## config.mk

```make
export PLATFORM = sky130hd
export DESIGN_NAME = rv_instr_field_decoder
export DESIGN_NICKNAME = d
export VERILOG_FILES = /design/src/rtl/rv_instr_field_decoder.sv
export SDC_FILE = /design/constraint.sdc
export NUM_CORES = 1
export LEC_CHECK = 0
export ABC_AREA = 1
export BUFFER_PORTS_ARGS = -buffer_cell sky130_fd_sc_hd__buf_2
export CORE_ASPECT_RATIO = 1.1
export CORE_UTILIZATION = 34
export DETAILED_ROUTE_END_ITERATION = 10
export GPL_ROUTABILITY_DRIVEN = 0
export PLACE_DENSITY = 0.75
export SLEW_MARGIN = 25
export SYNTH_ARGS = -nofsm -noshare
export SYNTH_HDL_FRONTEND = slang
export SYNTH_SLANG_ARGS = --single-unit
export TNS_END_PERCENT = 20
```

## constraint.sdc

```tcl
create_clock -name iwClk -period 1.3 [get_ports iwClk]
set_input_delay 0.195 -clock iwClk [delete_from_list [all_inputs] [get_ports iwClk]]
set_output_delay 0.195 -clock iwClk [all_outputs]
set_load 0.005 [all_outputs]
```

## src/rtl/rv_instr_field_decoder.sv

```systemverilog
// RV32I instruction field splitter: a single instruction register whose fixed-position
// fields and sign-extended I/S immediates are presented combinationally in parallel.
module rv_instr_field_decoder (
    input  logic        iwClk,
    input  logic        iwnRst,
    input  logic        iwLoad,
    input  logic [31:0] iwInstr,
    output logic [6:0]  owOpCode,
    output logic [4:0]  owRd,
    output logic [2:0]  owFunct3,
    output logic [4:0]  owRs1,
    output logic [4:0]  owRs2,
    output logic [6:0]  owFunct7,
    output logic [19:0] owImmediate20,
    output logic [11:0] owImmediate12,
    output logic [11:0] owImmediate12SClass,
    output logic [31:0] owImmediate12Extended,
    output logic [31:0] owImmediate12SClassExtended
);

    logic [31:0] instr_reg;

    function automatic logic [31:0] sign_extend_12(input logic [11:0] value);
        return {{20{value[11]}}, value};
    endfunction

    // NOTE: registered state is written with non-blocking assignments so every reader
    // sees the pre-edge value; the async reset clears it without waiting for a clock.
    always_ff @(posedge iwClk or negedge iwnRst) begin
        if (!iwnRst) begin
            instr_reg <= '0;
        end else if (iwLoad) begin
            instr_reg <= iwInstr;
        end
    end

    // Extraction is purely positional; opcode never gates which fields are produced.
    assign owOpCode            = instr_reg[6:0];
    assign owRd                = instr_reg[11:7];
    assign owFunct3            = instr_reg[14:12];
    assign owRs1               = instr_reg[19:15];
    assign owRs2               = instr_reg[24:20];
    assign owFunct7            = instr_reg[31:25];
    assign owImmediate20       = instr_reg[31:12];
    assign owImmediate12       = instr_reg[31:20];
    assign owImmediate12SClass = {instr_reg[31:25], instr_reg[11:7]};

    assign owImmediate12Extended       = sign_extend_12(owImmediate12);
    assign owImmediate12SClassExtended = sign_extend_12(owImmediate12SClass);

endmodule

```

==> results of run 1 <==
==> worst max-delay path by stage <==
stage | start | end | slack, ps | cells after the start
after CTS | instr_reg[31]$_DFFE_PN0P_ | owImmediate12SClassExtended[22] | 2 | 1
after global placement | instr_reg[31]$_DFFE_PN0P_ | owImmediate12SClassExtended[13] | 260 | 1
after global routing | instr_reg[31]$_DFFE_PN0P_ | owImmediate12SClassExtended[23] | -70 | 1
after detailed placement | instr_reg[31]$_DFFE_PN0P_ | owImmediate12Extended[11] | 210 | 1
after floorplan | instr_reg[31]$_DFFE_PN0P_ | owImmediate12Extended[11] | 180 | 1
final | instr_reg[31]$_DFFE_PN0P_ | owImmediate12SClassExtended[26] | 30 | 1
==> cells by family after synthesis <==
| logic type | synth area share |
|---|---|
| buffers and inverters | 0.436 |
| and+or+nand+nor | 0.183 |
| DFF | 0.381 |
==> repair_timing <==
item	in CTS	in global routing
pin swaps	0	0
endpoints found under the setup margin	46	46
gates resized for setup	1	0
hold buffers	1	0
cloned	0	0
hold endpoints to repair	14	0
==> power by group through the flow <==
stage	logic (mW)	registers, mW	clock network, mW
detailed placement	0.634	1.21	0
floorplan	0.594	1.22	0
global placement	0.626	1.20	0
finish	0.622	1.19	0.779
CTS	0.635	1.19	0.829
global route	0.692	1.21	0.882
==> final cells by class <==
type	instances	area share
Clock buffer	7	0.0375
Clock inverter	1	0.00326
Inverter	1	0.00490
Multi-Input combinational cell	96	0.168
Sequential cell	32	0.350
Tap cell	77	0.0419
Timing Repair Buffer	177	0.395
==> cells in the mapped netlist <==
cell / count / area [µm²]
buf_4: 108 / 811
nand2_1: 86 / 323
dfrtp_1: 32 / 801
nand2_2: 10 / 62.6
buf_6: 3 / 33.8
clkbuf_8: 3 / 41.3
buf_12: 1 / 20.0
inv_8: 1 / 11.3
==> layer usage <==
layer | wire [µm] | share of wire
met4 | 44 | 0.012
met3 | 255 | 0.068
met2 | 1970 | 0.53
met1 | 1460 | 0.39
met5 | 0 | 0
==> worst min-delay path, stage by stage <==
cell and delay (ps):
buf_2 70, nand2_1 40, nand2_1 50
==> summary.md, run 1 <==
| Metric | Value |
|---|---|
| Starting Density | 0.358 |
| Layout Nets | 348 |
| Cell variety after synth | 8 |
| Pre-CTS setup slack | 205 ps |
| Hold EP | instr_reg[4]$_DFFE_PN0P_ |
| Total I/O pin count | 175 |
| Clk root buf | clkbuf_8 |
| Max reg flops | 32 |
| Met2 GRT Util | 0.202 |
| Met3 usage in global routing | 0.0261 |
| CP max stage cell | dfrtp_4 |
| CP Data Required Time | around 1100 ps |
| HP Class | in -> reg |
| Final hold violation count | 0 |
| Power Density | 1130 mW/mm² |
| RSZ-0062 raised after global routing | yes |
| Crit path time final | 1270 ps |
| Initial antenna violation count | 0 |
| Max Clock Skew | 0 ps |
| Routed wire length | 3730 µm |
| Design Area, Final | 0.00230 mm² |
| Fin cells | between 300 and 400 |
| R2r endpoint | instr_reg[31]$_DFFE_PN0P_ |
| Leakage power | roughly 1.5 nW |
| Drt pass-1 iters | 4 |
| Multi-input logic area | slightly below 400 µm² |
| Crit path max-delay family | flip-flops |
| Sequential fraction of the synthesis area | 0.381 |
| Worst path max stage delay | approximately 620 ps |
| Area grow syn2layout | 9.34% |
| Number of routed nets with antenna violations | 0 |
| First-pass GRT wire length | 5650 µm |
| # setup viols final | 0 |
| PortBufs | between 150 and 200 |
| GRT Util Overall | 0.112 |
| Post-CTS setup buffers | 0 |
| Met1 Usage GRT | 0.123 |
| Via count of the routed design | 1,502 |
| Mapped Cells | 244 |
| Worst Setup End Kind | output port |
| 1st-iter DRT viols | 29 |
| WP buf/inv | 1 |
| TritonCTS Sinks | 32 |
| Diodes inserted | 0 |
| Commonest non-fill, non-tap cell in the layout | buf_2 |
| Max-Cap Viols | 0 |
| Utilization after layout | 0.391 |
| DRC Markers | 0 |
| Slew Limit Fails | 0 |
| Storage element area | between 800 and 900 µm² |
| Clock Path Buffers | 2 |
| Largest net degree at the start of global routing | 48 |
| Maximum clock rate | 0.787 GHz |
| Setup TNS | 0 ps |
| Clock buffers created by TritonCTS | 5 |
| Hold path cells | 3 |
| Commonest cells after routing, fill and taps aside | buf_2 (174), nand2_1 (86), dfrtp_1 (31) |
| Worst-path clk slew | about 60 ps |
| Site Rows | 29 |
| Post-route setup slack | 29.1 ps |
| Status | completed |
| Worst-skew pair later-pin latency | 270 ps |
| Final hold slack | 114 ps |
| Worst R2R Setup Slack | 420 ps |
| Syn. warnings | 0 |
| Internal | 1.85 mW |
| Reg2reg path depth | 2 |
| CP Class | reg -> out |
| Die area | 0.00650 mm² |
| Busiest grt layer | met2 |
| Critical path cell sequence | buf_2 |
| Placed Cells | roughly 380 |
| # fillers | 627 |
| Crit path max fanout | 47 |
| Htree depth | 2 |
| #FFs+latches synth | 32 |
| Final period utilization | 0.978 |
| Routed WL per cell | 9.54 µm |
| Min-delay src | iwInstr[4] |
| Core area | between 0.005 and 0.006 mm² |
| CTS tree | built |
| Ratio of cells with drive above 1 in the final layout | 0.621 |
| Grt total ovfl | 0 |
| Die Y-Extent | 84.5 µm |
| Post-DP HPWL | 2830 µm |
| Worst-Margin Slew | 390 ps |
| Combinational Power Share | 0.240 |
| Placement Cell Area | around 0.0022 mm² |
| P_sw | between 0.7 and 0.8 mW |
| Syn_area_per_cell | 8.62 µm² |
| Vias in the first global route | between 1k and 1.5k |
| Via-per-instance ratio | 3.84 |
| Maximum vdd ir drop | 0.580 mV |
| Slew margin rel. | 0.740 |
| Die Span X | 77.0 µm |
| Clock power share | 0.301 |
| Crit path DAT | 1080 ps |
| CP Launch Type | flop |
| Sw frac | 0.286 |
| Sequential share of power | 0.459 |
| Reg-to-reg startpoint | instr_reg[31]$_DFFE_PN0P_ |
| Design Power | 2.59 mW |
| Syn Nets | 279 |
| Synth Cell Area | between 0.002 and 0.0025 mm² |
No activity file was read; power rests on OpenSTA's default activity.
==> run 2: changes to the inputs <==
--- a/config.mk
+++ b/config.mk
@@ -8,11 +8,11 @@
 export ABC_AREA = 1
 export BUFFER_PORTS_ARGS = -buffer_cell sky130_fd_sc_hd__buf_2
 export CORE_ASPECT_RATIO = 1.1
-export CORE_UTILIZATION = 34
+export CORE_UTILIZATION = 39
 export DETAILED_ROUTE_END_ITERATION = 10
 export GPL_ROUTABILITY_DRIVEN = 0
-export PLACE_DENSITY = 0.75
-export SLEW_MARGIN = 25
+export PLACE_DENSITY = 0.81
+export SLEW_MARGIN = 10
 export SYNTH_ARGS = -nofsm -noshare
 export SYNTH_HDL_FRONTEND = slang
 export SYNTH_SLANG_ARGS = --single-unit
==> constraint.sdc (replaced) <==
create_clock -name iwClk -period 1.2 [get_ports iwClk]
set_input_delay 0.18 -clock iwClk [delete_from_list [all_inputs] [get_ports iwClk]]
set_output_delay 0.18 -clock iwClk [all_outputs]
set_load 0.005 [all_outputs]
==> run 2 against run 1 <==
Against the previous run:
- the run now ends with negative setup slack left
- sequential share of layout area down 0.71 points
- sequential cell count unchanged
- clock-buffer cell count did not move
- highest routed layer unchanged
- critical endpoint is now owImmediate12SClassExtended[28]
- non-clock buffer count rose by 5
- critical path type unchanged
- hold slack got worse by 15 ps
- clock skew unchanged
==> summary.md, run 2 (synthesis gave the netlist of run 1 again) <==
| Metric | Value |
|---|---|
| RSZ-0062 raised after global routing | yes |
| Worst-path clk slew | 70 ps (about the same) |
| Post-route setup slack | -49.1 ps (-78.2 ps) |
| Min-delay src | iwInstr[19] |
| Met2 GRT Util | 0.239 (+0.0366) |
| Die Y-Extent | 79.0 µm (-6.5%) |
| Leakage power | 1.50 nW (+2.0%) |
| Fin cells | 391 (unchanged) |
| Core area | 0.00510 mm² (-13%) |
| TritonCTS Sinks | 32 (unchanged) |
| Commonest non-fill, non-tap cell in the layout | buf_2 |
| Pre-CTS setup slack | 119 ps (-86.6 ps) |
| Design Area, Final | 0.00235 mm² (+2.1%) |
| Clk root buf | clkbuf_8 |
| Htree depth | 2 (unchanged) |
| Final period utilization | 1.04 |
| Drt pass-1 iters | 4 (unchanged) |
| Via-per-instance ratio | 3.93 (+2.3%) |
| Final hold slack | 98.9 ps (-15.2 ps) |
| Clock buffers created by TritonCTS | 5 (unchanged) |
| Routed wire length | 3820 µm (+2.4%) |
| Layout Nets | 353 (+1.4%) |
| CP Class | reg -> out |
| Crit path time final | between 1000 and 1500 ps |
| Slew margin rel. | 0.757 (+0.0170) |
| HP Class | in -> reg |
| Site Rows | 27 (-6.9%) |
| Max reg flops | 32 (unchanged) |
| Grt total ovfl | 0 (unchanged) |
| Met1 Usage GRT | 0.141 (+0.0178) |
| Met3 usage in global routing | 0.0305 (+0.00437) |
| CP Data Required Time | 1020 ps (-90 ps) |
| Number of routed nets with antenna violations | 0 (unchanged) |
| Area grow syn2layout | 11.6% |
| Reg-to-reg startpoint | instr_reg[31]$_DFFE_PN0P_ |
| Final hold violation count | 0 (unchanged) |
| Slew Limit Fails | 0 (unchanged) |
| Crit path max fanout | 8 (-83%) |
| Maximum clock rate | 0.801 GHz |
| Status | finished with violations |
| Crit path DAT | 1070 ps (about the same) |
| DRC Markers | 0 (unchanged) |
| Largest net degree at the start of global routing | 33 (-31%) |
| Worst-skew pair later-pin latency | 270 ps (about the same) |
| PortBufs | 174 (unchanged) |
| Total I/O pin count | 175 (unchanged) |
| Die area | 0.00569 mm² (-13%) |
| Worst Setup End Kind | output port |
| Max Clock Skew | 0 ps (unchanged) |
| 1st-iter DRT viols | 37 (+28%) |
| Commonest cells after routing, fill and taps aside | buf_2 (174), nand2_1 (86), dfrtp_1 (31) |
| Placement Cell Area | 0.00219 mm² (-0.28%) |
| Worst-Margin Slew | 365 ps (-25.5 ps) |
| Failing checks | negative setup slack |
| Routed WL per cell | 9.77 µm (+2.4%) |
| Crit path from | instr_reg[31]$_DFFE_PN0P_ |
| Placed Cells | 377 (-1.3%) |
| Power Density | 1210 mW/mm² (+7.7%) |
| Ratio of cells with drive above 1 in the final layout | 0.627 (+0.00594) |
| Clock Path Buffers | 2 (unchanged) |
| Maximum vdd ir drop | 0.600 mV (+3.4%) |
| First-pass GRT wire length | 5580 µm (-1.2%) |
| Via count of the routed design | 1,536 (+2.3%) |
| Post-DP HPWL | 2810 µm (-0.88%) |
| CTS tree | built |
| # setup viols final | 46 (+46) |
| GRT Util Overall | 0.129 (+0.0176) |
| Vias in the first global route | 1,221 (+1.8%) |
| Max-Cap Viols | 0 (unchanged) |
| Initial antenna violation count | 0 (unchanged) |
| Die Span X | 72.0 µm (-6.5%) |
| Starting Density | 0.412 (+0.0545) |
| Diodes inserted | 0 (unchanged) |
| Busiest grt layer | met2 |
| CP Launch Type | flop |
-- run 2: metal layers --
layer / wire [µm] / part of all wire / vias up
met4: 57 / 0.015 / 0
li1: - / - / 768
met5: 0 / 0 / -
met2: 2050 / 0.54 / 88
met1: 1500 / 0.39 / 674
met3: 211 / 0.055 / 6
-- run 2: final timing paths --
path / to / depth (start not counted) / slack [ps]
max in group asynchronous: instr_reg[29]$_DFFE_PN0P_ / 3 / 290
max reg2reg: instr_reg[31]$_DFFE_PN0P_ / 3 / 320
max: owImmediate12SClassExtended[28] / 2 / -50
min in group asynchronous: instr_reg[14]$_DFFE_PN0P_ / 2 / 360
min: instr_reg[19]$_DFFE_PN0P_ / 3 / 100
min reg2reg: instr_reg[3]$_DFFE_PN0P_ / 2 / 480
-- run 2: critical path, stage by stage (launching register included) --
cell and delay, ps:
dfrtp_4 510, buf_4 170, buf_2 120
-- run 2: repair_timing --
action / CTS / global route
setup buffers: 5 / 0
gates resized for setup: 5 / 1
setup endpoints to repair: 46 / 46
hold buffers: 1 / 0
hold endpoints to repair: 16 / 0
-- run 2: through the flow --
step | TNS (ps) | power (mW) | util
2_1_floorplan | 0 | 1.96 | -
3_3_place_gp | 0 | 1.98 | 0.429
3_5_place_dp | 0 | 2.00 | 0.429
4_1_cts | -2390 | 2.90 | 0.459
5_1_grt | -3860 | 3.05 | 0.460
6_report | -1860 | 2.85 | 0.460
-- run 2: final cells by class --
class / count / area [µm²]
well taps: 72 / 90.1
clock inverters: 1 / 7.51
fillers: 493 / 2750
clock buffers: 7 / 86.3
flip-flops and latches: 32 / 805
multi-input cells: 96 / 385
repair buffers: 182 / 962
inverters: 1 / 11.3
-- run 2: where the power goes --
group	leakage, nW	total, mW	switching [mW]	internal (mW)
Sequential	0.389	1.27	0.0945	1.18
Combinational	1.07	0.731	0.340	0.391
Clock	0.0445	0.843	0.378	0.465
